==> config.mk <==
export PLATFORM = sky130hd
export DESIGN_NAME = mul_pipe_flat
export DESIGN_NICKNAME = d
export VERILOG_FILES = /design/src/rtl/mul_pipe_if.sv /design/src/rtl/mul_pipe.sv /design/src/flat_wrapper.sv
export SDC_FILE = /design/constraint.sdc
export NUM_CORES = 2
export LEC_CHECK = 0
export BUFFER_PORTS_ARGS = -buffer_cell sky130_fd_sc_hd__buf_2
export CORE_UTILIZATION = 51
export CTS_BUF_LIST = sky130_fd_sc_hd__clkbuf_4 sky130_fd_sc_hd__clkbuf_8 sky130_fd_sc_hd__clkbuf_16
export CTS_CLUSTER_SIZE = 16
export DETAILED_ROUTE_END_ITERATION = 12
export MAX_ROUTING_LAYER = met4
export PLACE_DENSITY = 0.7
export SKIP_LAST_GASP = 1
export SYNTH_ARGS = -nofsm -noshare
export SYNTH_HDL_FRONTEND = slang
export SYNTH_SLANG_ARGS = --single-unit
==> constraint.sdc <==
create_clock -name clk -period 7.8 [get_ports clk]
set_clock_uncertainty 0.05 [all_clocks]
set_input_delay 1.95 -clock clk [delete_from_list [all_inputs] [get_ports clk]]
set_output_delay 1.95 -clock clk [all_outputs]
set_load 0.005 [all_outputs]
==> src/rtl/mul_pipe_if.sv <==
// Issue/writeback handshake bundle for the pipelined multiply stage.
// master = issue/writeback side, slave = mul_pipe.
interface mul_pipe_if #(
    parameter int unsigned XLEN  = 32,
    parameter int unsigned TAG_W = 5
);
    logic             in_valid;
    logic             in_ready;
    logic [2:0]       in_funct3;
    logic [XLEN-1:0]  in_a;
    logic [XLEN-1:0]  in_b;
    logic [TAG_W-1:0] in_tag;
    logic             flush;
    logic             out_valid;
    logic             out_ready;
    logic [XLEN-1:0]  out_data;
    logic [TAG_W-1:0] out_tag;
    logic             busy;

    modport master (
        output in_valid, in_funct3, in_a, in_b, in_tag, flush, out_ready,
        input  in_ready, out_valid, out_data, out_tag, busy
    );

    modport slave (
        input  in_valid, in_funct3, in_a, in_b, in_tag, flush, out_ready,
        output in_ready, out_valid, out_data, out_tag, busy
    );
endinterface

==> src/rtl/mul_pipe.sv <==
// Two-stage MUL/MULH/MULHSU/MULHU execution stage: S1 holds decoded operands
// feeding the combinational multiplier, S2 holds the selected tagged result.
module mul_pipe #(
    parameter int unsigned XLEN  = 32,
    parameter int unsigned TAG_W = 5
) (
    input  logic       clk,
    input  logic       rst_n,
    mul_pipe_if.slave  bus
);
    localparam int unsigned PROD_W = 2 * XLEN;
    localparam int unsigned EXT_W  = PROD_W + 2;

    typedef enum logic [1:0] {
        MODE_UU = 2'b00,
        MODE_SU = 2'b01,
        MODE_SS = 2'b10
    } mode_e;

    logic             s1_valid;
    logic [XLEN-1:0]  s1_a;
    logic [XLEN-1:0]  s1_b;
    mode_e            s1_mode;
    logic             s1_high;
    logic [TAG_W-1:0] s1_tag;

    logic             s2_valid;
    logic [XLEN-1:0]  s2_data;
    logic [TAG_W-1:0] s2_tag;

    mode_e            dec_mode;
    logic             dec_high;
    logic             s2_adv;
    logic             s1_adv;
    logic             accept;
    logic             consume;

    logic                    a_sgn;
    logic                    b_sgn;
    logic signed [XLEN:0]    a_ext;
    logic signed [XLEN:0]    b_ext;
    logic signed [EXT_W-1:0] prod_full;
    logic [PROD_W-1:0]       prod;
    logic [XLEN-1:0]         result;
    logic                    unused_bits;

    // Opcode decode; the low word is sign-agnostic, MUL rides the s*s mode.
    always_comb begin
        dec_mode = MODE_SS;
        dec_high = 1'b1;
        case (bus.in_funct3[1:0])
            2'b00:   begin dec_mode = MODE_SS; dec_high = 1'b0; end
            2'b01:   begin dec_mode = MODE_SS; dec_high = 1'b1; end
            2'b10:   begin dec_mode = MODE_SU; dec_high = 1'b1; end
            default: begin dec_mode = MODE_UU; dec_high = 1'b1; end
        endcase
    end

    assign s2_adv       = !s2_valid || bus.out_ready;
    assign s1_adv       = s1_valid && s2_adv;
    assign bus.in_ready = !bus.flush && (!s1_valid || s2_adv);
    assign accept       = bus.in_valid && bus.in_ready;
    assign consume      = s2_valid && bus.out_ready;

    // 32x32 multiplier core: operands widened by one bit carrying the sign mode.
    assign a_sgn     = (s1_mode == MODE_SU) || (s1_mode == MODE_SS);
    assign b_sgn     = (s1_mode == MODE_SS);
    assign a_ext     = $signed({a_sgn & s1_a[XLEN-1], s1_a});
    assign b_ext     = $signed({b_sgn & s1_b[XLEN-1], s1_b});
    assign prod_full = EXT_W'(a_ext) * EXT_W'(b_ext);
    assign prod      = prod_full[PROD_W-1:0];
    assign result    = s1_high ? prod[PROD_W-1:XLEN] : prod[XLEN-1:0];

    assign unused_bits = ^{bus.in_funct3[2], prod_full[EXT_W-1:PROD_W]};

    always_ff @(posedge clk or negedge rst_n) begin
        if (!rst_n) begin
            s1_valid <= 1'b0;
            s1_a     <= '0;
            s1_b     <= '0;
            s1_mode  <= MODE_UU;
            s1_high  <= 1'b0;
            s1_tag   <= '0;
        end else if (bus.flush) begin
            s1_valid <= 1'b0;
        end else if (accept) begin
            s1_valid <= 1'b1;
            s1_a     <= bus.in_a;
            s1_b     <= bus.in_b;
            s1_mode  <= dec_mode;
            s1_high  <= dec_high;
            s1_tag   <= bus.in_tag;
        end else if (s1_adv) begin
            s1_valid <= 1'b0;
        end
    end

    // Result register holds its word and tag while writeback stalls.
    always_ff @(posedge clk or negedge rst_n) begin
        if (!rst_n) begin
            s2_valid <= 1'b0;
            s2_data  <= '0;
            s2_tag   <= '0;
        end else if (bus.flush) begin
            s2_valid <= 1'b0;
        end else if (s1_adv) begin
            s2_valid <= 1'b1;
            s2_data  <= result;
            s2_tag   <= s1_tag;
        end else if (consume) begin
            s2_valid <= 1'b0;
        end
    end

    assign bus.out_valid = s2_valid;
    assign bus.out_data  = s2_data;
    assign bus.out_tag   = s2_tag;
    assign bus.busy      = s1_valid | s2_valid;
endmodule

==> src/flat_wrapper.sv <==
// flat-port wrapper written by rule: the top's interface ports become plain ports
module mul_pipe_flat 
#(
    parameter int unsigned XLEN  = 32,
    parameter int unsigned TAG_W = 5
)
  (clk, rst_n, bus_in_valid, bus_in_funct3, bus_in_a, bus_in_b, bus_in_tag, bus_flush, bus_out_ready, bus_in_ready, bus_out_valid, bus_out_data, bus_out_tag, bus_busy);
  mul_pipe_if #(.XLEN(XLEN), .TAG_W(TAG_W)) bus_i ();
  input  logic clk;
  input  logic rst_n;
  input wire logic [$bits(bus_i.in_valid)-1:0] bus_in_valid;
  input wire logic [$bits(bus_i.in_funct3)-1:0] bus_in_funct3;
  input wire logic [$bits(bus_i.in_a)-1:0] bus_in_a;
  input wire logic [$bits(bus_i.in_b)-1:0] bus_in_b;
  input wire logic [$bits(bus_i.in_tag)-1:0] bus_in_tag;
  input wire logic [$bits(bus_i.flush)-1:0] bus_flush;
  input wire logic [$bits(bus_i.out_ready)-1:0] bus_out_ready;
  output wire logic [$bits(bus_i.in_ready)-1:0] bus_in_ready;
  output wire logic [$bits(bus_i.out_valid)-1:0] bus_out_valid;
  output wire logic [$bits(bus_i.out_data)-1:0] bus_out_data;
  output wire logic [$bits(bus_i.out_tag)-1:0] bus_out_tag;
  output wire logic [$bits(bus_i.busy)-1:0] bus_busy;
  assign bus_i.in_valid = bus_in_valid;
  assign bus_i.in_funct3 = bus_in_funct3;
  assign bus_i.in_a = bus_in_a;
  assign bus_i.in_b = bus_in_b;
  assign bus_i.in_tag = bus_in_tag;
  assign bus_i.flush = bus_flush;
  assign bus_i.out_ready = bus_out_ready;
  assign bus_in_ready = bus_i.in_ready;
  assign bus_out_valid = bus_i.out_valid;
  assign bus_out_data = bus_i.out_data;
  assign bus_out_tag = bus_i.out_tag;
  assign bus_busy = bus_i.busy;
  mul_pipe #(.XLEN(XLEN), .TAG_W(TAG_W)) u_core (.clk(clk), .rst_n(rst_n), .bus(bus_i));
endmodule
# Word level (Yosys, flattened, before mapping)
# Index checks and enable logic that the tools add are counted.
dict set report totals {
  elab_cells 43
  ff_bits 111
  output_inout_bits 40
  input_bits 77
}
dict set report classes {
  n_eq_ne 4
  multipliers 1
  reduce_logical 16
  n_mux 9
  bitwise 4
}
# cell count
set ops {}
lappend ops {{33-bit by 33-bit multiplier with 64-bit output} 1}
lappend ops {{32-bit two-way mux} 1}
lappend ops {{1-bit two-way mux} 7}
lappend ops {{3-bit nonzero test} 2}
lappend ops {{2-bit by 1-bit == test with 1-bit output, second input constant} 2}
lappend ops {{2-bit == test, second input constant} 2}
lappend ops {{1-bit logical AND} 4}
lappend ops {{2-bit case mux with 2 select lines} 1}
lappend ops {{2-bit AND reduction} 2}
lappend ops {{1-bit zero test} 3}
lappend ops {{1-bit logical OR} 3}
lappend ops {{1-bit AND} 2}
lappend ops {{2-bit zero test} 1}
lappend ops {{2-bit OR reduction} 1}
lappend ops {{1-bit inverter} 1}
lappend ops {{1-bit OR} 1}

# Longest topological paths before layout
dict set report logic_depth {
  word_depth 7
  ltp_mapped 32
  mapped_depth_nobuf 30
}

# Least setup slack after synthesis
# OpenSTA, ideal clock, no wires.
dict set report synth_timing {
  kind {register -> register}
  startpoint {register u_core.s1_mode[0]}
  endpoint {register u_core.s2_data[29] (netlist: u_core.bus.out_data[29])}
  synth_period_minus_slack_ns 8.325
  path_buffers 2
  path_slack_ns -0.525
  arrival_time_ns 8.199
  path_stages_with_launch 32
  t_required_ns 7.674
  setup_ns 0.076
  path_cell_list {dfrtp_1 -> inv_1 -> ha_1 -> nor2b_1 -> clkbuf_1 -> nand2_1 -> inv_1 -> fa_1 -> inv_1 -> fa_1 -> inv_1 -> fa_1 -> fa_1 -> inv_1 -> fa_1 -> inv_1 -> fa_1 -> inv_1 -> fa_1 -> fa_1 -> inv_1 -> ha_1 -> clkbuf_1 -> nand4_1 -> nor2_1 -> nand2_1 -> or3_1 -> o211ai_1 -> nand2_1 -> mux2i_1 -> o31a_1 -> o21ai_1}
}
dict set report synth_via {
  elab_chain_cells 5
  elab_cells_between_ends 7
  cone_classes {mul: 1; eq/ne: 2; mux: 1; bitwise: 2; reduce/logical: 1}
}
# element line
set synth_rtl {}
lappend synth_rtl {{start: declaration} mul_pipe.sv:23} ;# mode_e s1_mode;
lappend synth_rtl {{start signal: assignment} mul_pipe.sv:90} ;# s1_mode <= dec_mode;
lappend synth_rtl {{2-bit by 1-bit == test with 1-bit output / 2-bit == test (equally long branches)} {mul_pipe.sv:66, mul_pipe.sv:67}}
lappend synth_rtl {{1-bit logical OR} mul_pipe.sv:66} ;# assign a_sgn = (s1_mode == MODE_SU) || (s1_mode == MODE_SS);
lappend synth_rtl {{1-bit AND} mul_pipe.sv:68} ;# assign a_ext = $signed({a_sgn & s1_a[XLEN-1], s1_a});
lappend synth_rtl {{33-bit by 33-bit multiplier with 64-bit output (*)} mul_pipe.sv:70} ;# assign prod_full = EXT_W'(a_ext) * EXT_W'(b_ext);
lappend synth_rtl {{32-bit two-way mux (*)} mul_pipe.sv:72} ;# assign result = s1_high ? prod[PROD_W-1:XLEN] : prod[XLEN-1:0];
lappend synth_rtl {{end signal: assignment} mul_pipe.sv:108} ;# s2_data <= result;
lappend synth_rtl {{end: declaration} mul_pipe.sv:28} ;# logic [XLEN-1:0] s2_data;
# Every way passes the cells marked *; elsewhere a longest branch is shown, timed or not.
# A chain may end at the register's enable or synchronous reset.

# Worst setup path in the final report
dict set report layout_timing {
  startpoint {register u_core.s1_mode[0]}
  endpoint {register u_core.s2_data[31] (netlist: u_core.bus.out_data[31])}
}
# The elaborated chain is that of the path after synthesis.

==> run summary <==
status: finished with violations
failing checks: setup timing
Synth area leaders: fa_1 53%, inv_1 10%, nand2_1 7.5%
yosys warns: 0
Syn Std Cell Area: 42800 µm²
Post-Synth Simple-Gate Area: 0.141
Post-Synth XOR/XNOR Area: 0.0149
met3 routed WL: 6970 µm
EDFF count, synth: 0
CTS buffer count: 9
Final ANT Viol Nets: 0
First DRT Iteration DRCs: 1807
Netlist cell types: 77
largest net degree at the start of global routing: 66
Worst Reg-to-Reg Cells: 30
relative slew slack: 0.212
post-synthesis adder-cell area fraction: 0.588
CP Data Required Time: 8.05 ns
Die Area: 85200 µm²
core area: 82600 µm²
Final TNS setup: -1.32 ns
WS Path Type: flop to flop
fin crit period: 8.02 ns
Syn Nets: 6082
Reg clk slew, reported paths: 0.09 ns
Hold WC Path Type: flop to flop
row cnt: 105
met2 wire length: 58400 µm
area grow syn2layout: 13.6%
vias: 31643
antenna violations before repair: 3
Critical Path AT: 8.27 ns
Worst-Skew Late Latency: 0.43 ns
max-slew violations: 0
Critical Path Max Stage Delay: 0.61 ns
vias in the first global route: 34215
top routing layer in use: met4
Hold-fix buffers, CTS: 0
Worst R2R Setup Slack: -0.22 ns
Slowest-stage cell, CP: fa_2
Avg Inst Size Synth: 9.18 µm²
Starting Density: 0.518
# DRC: 0
IO buf count: 115
global-route wire length before repair: 184000 µm
share of cells above drive strength 1: 0.161
M1 WL: 44900 µm
compound-gate portion of the synthesized area: 0.0412
Hold Vio Cnt, Final: 0
sequential area share after synthesis: 0.0648
Hold Path Depth: 2
asr flop ratio synth: 1.00
fin crit share: 1.03
mux share of post-synthesis cell area: 0.0203
WHS Endpoint: u_core.bus.out_tag[4]
grt total ovfl: 0
cells after synthesis: 4667
Setup crit end kind: flop
largest fanout on the critical path: 6
I/O Pins: 117
main combinational cell family by area after synthesis: adder cells
worst r2r src: u_core.s1_mode[0]
CTS tree: built
fmax: 125 MHz
setup violators final: 12
Synth top area share: 0.526
most used flip-flop cell after synthesis: dfrtp_1
post-route setup slack: -0.220 ns
HP Start: u_core.s1_tag[4]
total wire length: 114000 µm
worst r2r dst: u_core.bus.out_data[31]
CP most frequent cell: fa_1
Max Cap Viol: 0
post-synth top area cell: fa_1
Die X: 292 µm
Clock Tree Buf Depth: 2
drt first pass iters: 6
synthesis-stage register bit count: 111
Avg WL per Cell: 19.0 µm
Tot GR Track Use: 0.287
CTS H-tree lvls: 3
unrepaired setup endpoints after global routing: yes
crit start category: flop
routed vias/inst: 5.28
fin nets: 6328
clk sinks: 111
chip height: 292 µm
HPWL after DPL: 95100 µm
Root Buffer: clkbuf_16
GPL Wtd Cong: 0.958
Worst-Margin Slew: 1.18 ns
synthesized netlist by cell type, types with 6 or more instances:
| master | instances |
|---|---|
| a211oi_1 | 9 |
| a21o_1 | 26 |
| a21oi_1 | 78 |
| a21oi_2 | 6 |
| a22oi_1 | 8 |
| a31oi_1 | 8 |
| and2_1 | 295 |
| buf_2 | 10 |
| clkbuf_1 | 250 |
| dfrtp_1 | 111 |
| fa_1 | 1125 |
| ha_1 | 213 |
| inv_1 | 1195 |
| mux2_2 | 70 |
| mux2i_1 | 7 |
| nand2_1 | 851 |
| nand2b_1 | 7 |
| nand3_1 | 18 |
| nand4_1 | 15 |
| nor2_1 | 88 |
| nor2b_1 | 7 |
| nor3_1 | 10 |
| o21a_1 | 11 |
| o21ai_0 | 53 |
| o21ai_1 | 21 |
| o21bai_1 | 11 |
| or2_2 | 11 |
| xnor2_1 | 47 |
| xor2_1 | 26 |
state kept, by name, indices dropped and copies added, names as in the netlist:
signal and count:
u_core.s1_a 32, u_core.bus.out_tag 5, u_core.s1_b 32, u_core.bus.out_valid 1
u_core.s1_high 1, u_core.bus.out_data 32, u_core.s1_tag 5, u_core.s1_valid 1
u_core.s1_mode 2
final cells by class:
class	instances	area [µm²]
tap	1070	1340
sequential	111	2780
fill	7027	34000
clock inverter	7	90.1
clock buffer	9	225
antenna	4	10.0
timing repair buffer	503	4330
inverter	1195	4490
multi-input combinational	3093	35400
layer usage:
metal | global-route usage | vias up
met4 | 0.0811 | 0
met5 | - | -
met2 | 0.486 | 994
li1 | - | 13818
met1 | 0.366 | 16629
met3 | 0.0308 | 202
stage by stage:
stage	std cells	utilization	worst slack (ns)	cell area, µm²	hold WS [ns]
6_report	5992	0.589	-0.220	48700	0.423
5_1_grt	5990	0.589	-0.437	48700	0.443
4_1_cts	5966	0.579	-0.121	47900	0.421
3_5_place_dp	5931	0.570	-0.461	47100	0.400
3_3_place_gp	5931	0.570	-0.367	47100	0.391
2_1_floorplan	4667	-	0.0122	42900	0.383
placed cells by master (no fill, tap or decap), types with 11 or more instances in the layout:
cell type and n:
o21ai_1 21, ha_4 24, or2_2 11, nand2_1 840, xor2_1 23, nand3_1 13
a21oi_1 58, buf_4 316, fa_1 1115, buf_12 62, nor2_1 78, o21ai_0 44
ha_1 188, nand4_1 15, buf_2 114, a21o_1 26, inv_2 21, dfrtp_1 107
xnor2_1 44, mux2_2 71, inv_1 1172, and2_1 288, a21oi_2 24
how the worst max path moves through the flow:
| stage | startpoint | to | slack (ns) | depth (start not counted) |
|---|---|---|---|---|
| finish | u_core.s1_mode[0] | u_core.bus.out_data[31] | -0.22 | 30 |
| floorplan | u_core.s1_mode[1] | u_core.bus.out_data[29] | 0.01 | 29 |
| detailed placement | u_core.s1_mode[1] | u_core.bus.out_data[30] | -0.46 | 30 |
| CTS | u_core.s1_mode[0] | u_core.bus.out_data[31] | -0.12 | 29 |
| global route | u_core.s1_mode[0] | u_core.bus.out_data[25] | -0.44 | 31 |
| global placement | u_core.s1_mode[1] | u_core.bus.out_data[30] | -0.37 | 29 |
critical path, delay by kind of cell, from the launching register on:
kind / cells / cell delay [ns]
fa+ha+maj: 10 / 4.66
simple gates: 7 / 1.27
buf+inv: 9 / 0.94
compound gates: 3 / 0.45
flops: 1 / 0.41
xor+xnor: 1 / 0.13
what timing repair did:
action / in CTS / in global routing
gates cloned: 0 / 1
resized for setup: 70 / 128
buffers inserted: 20 / 25
pin swaps: 49 / 90
endpoints found under the setup margin: 22 / 32
hold endpoints to repair: 0 / 0
logic make-up (layout without fill, tap and decap cells):
| family | Yosys count | in the layout |
|---|---|---|
| other cells | 0 | 4 |
| compound gates | 270 | 270 |
| buf+inv | 1463 | 1714 |
| fa+ha+maj | 1338 | 1338 |
| simple gates | 1334 | 1334 |
| xor+xnor | 73 | 73 |
| mux | 78 | 78 |
| flops | 111 | 111 |
Power is not shown: default switching activity piles up to over one toggle a cycle in this logic, so the estimate is an artifact.
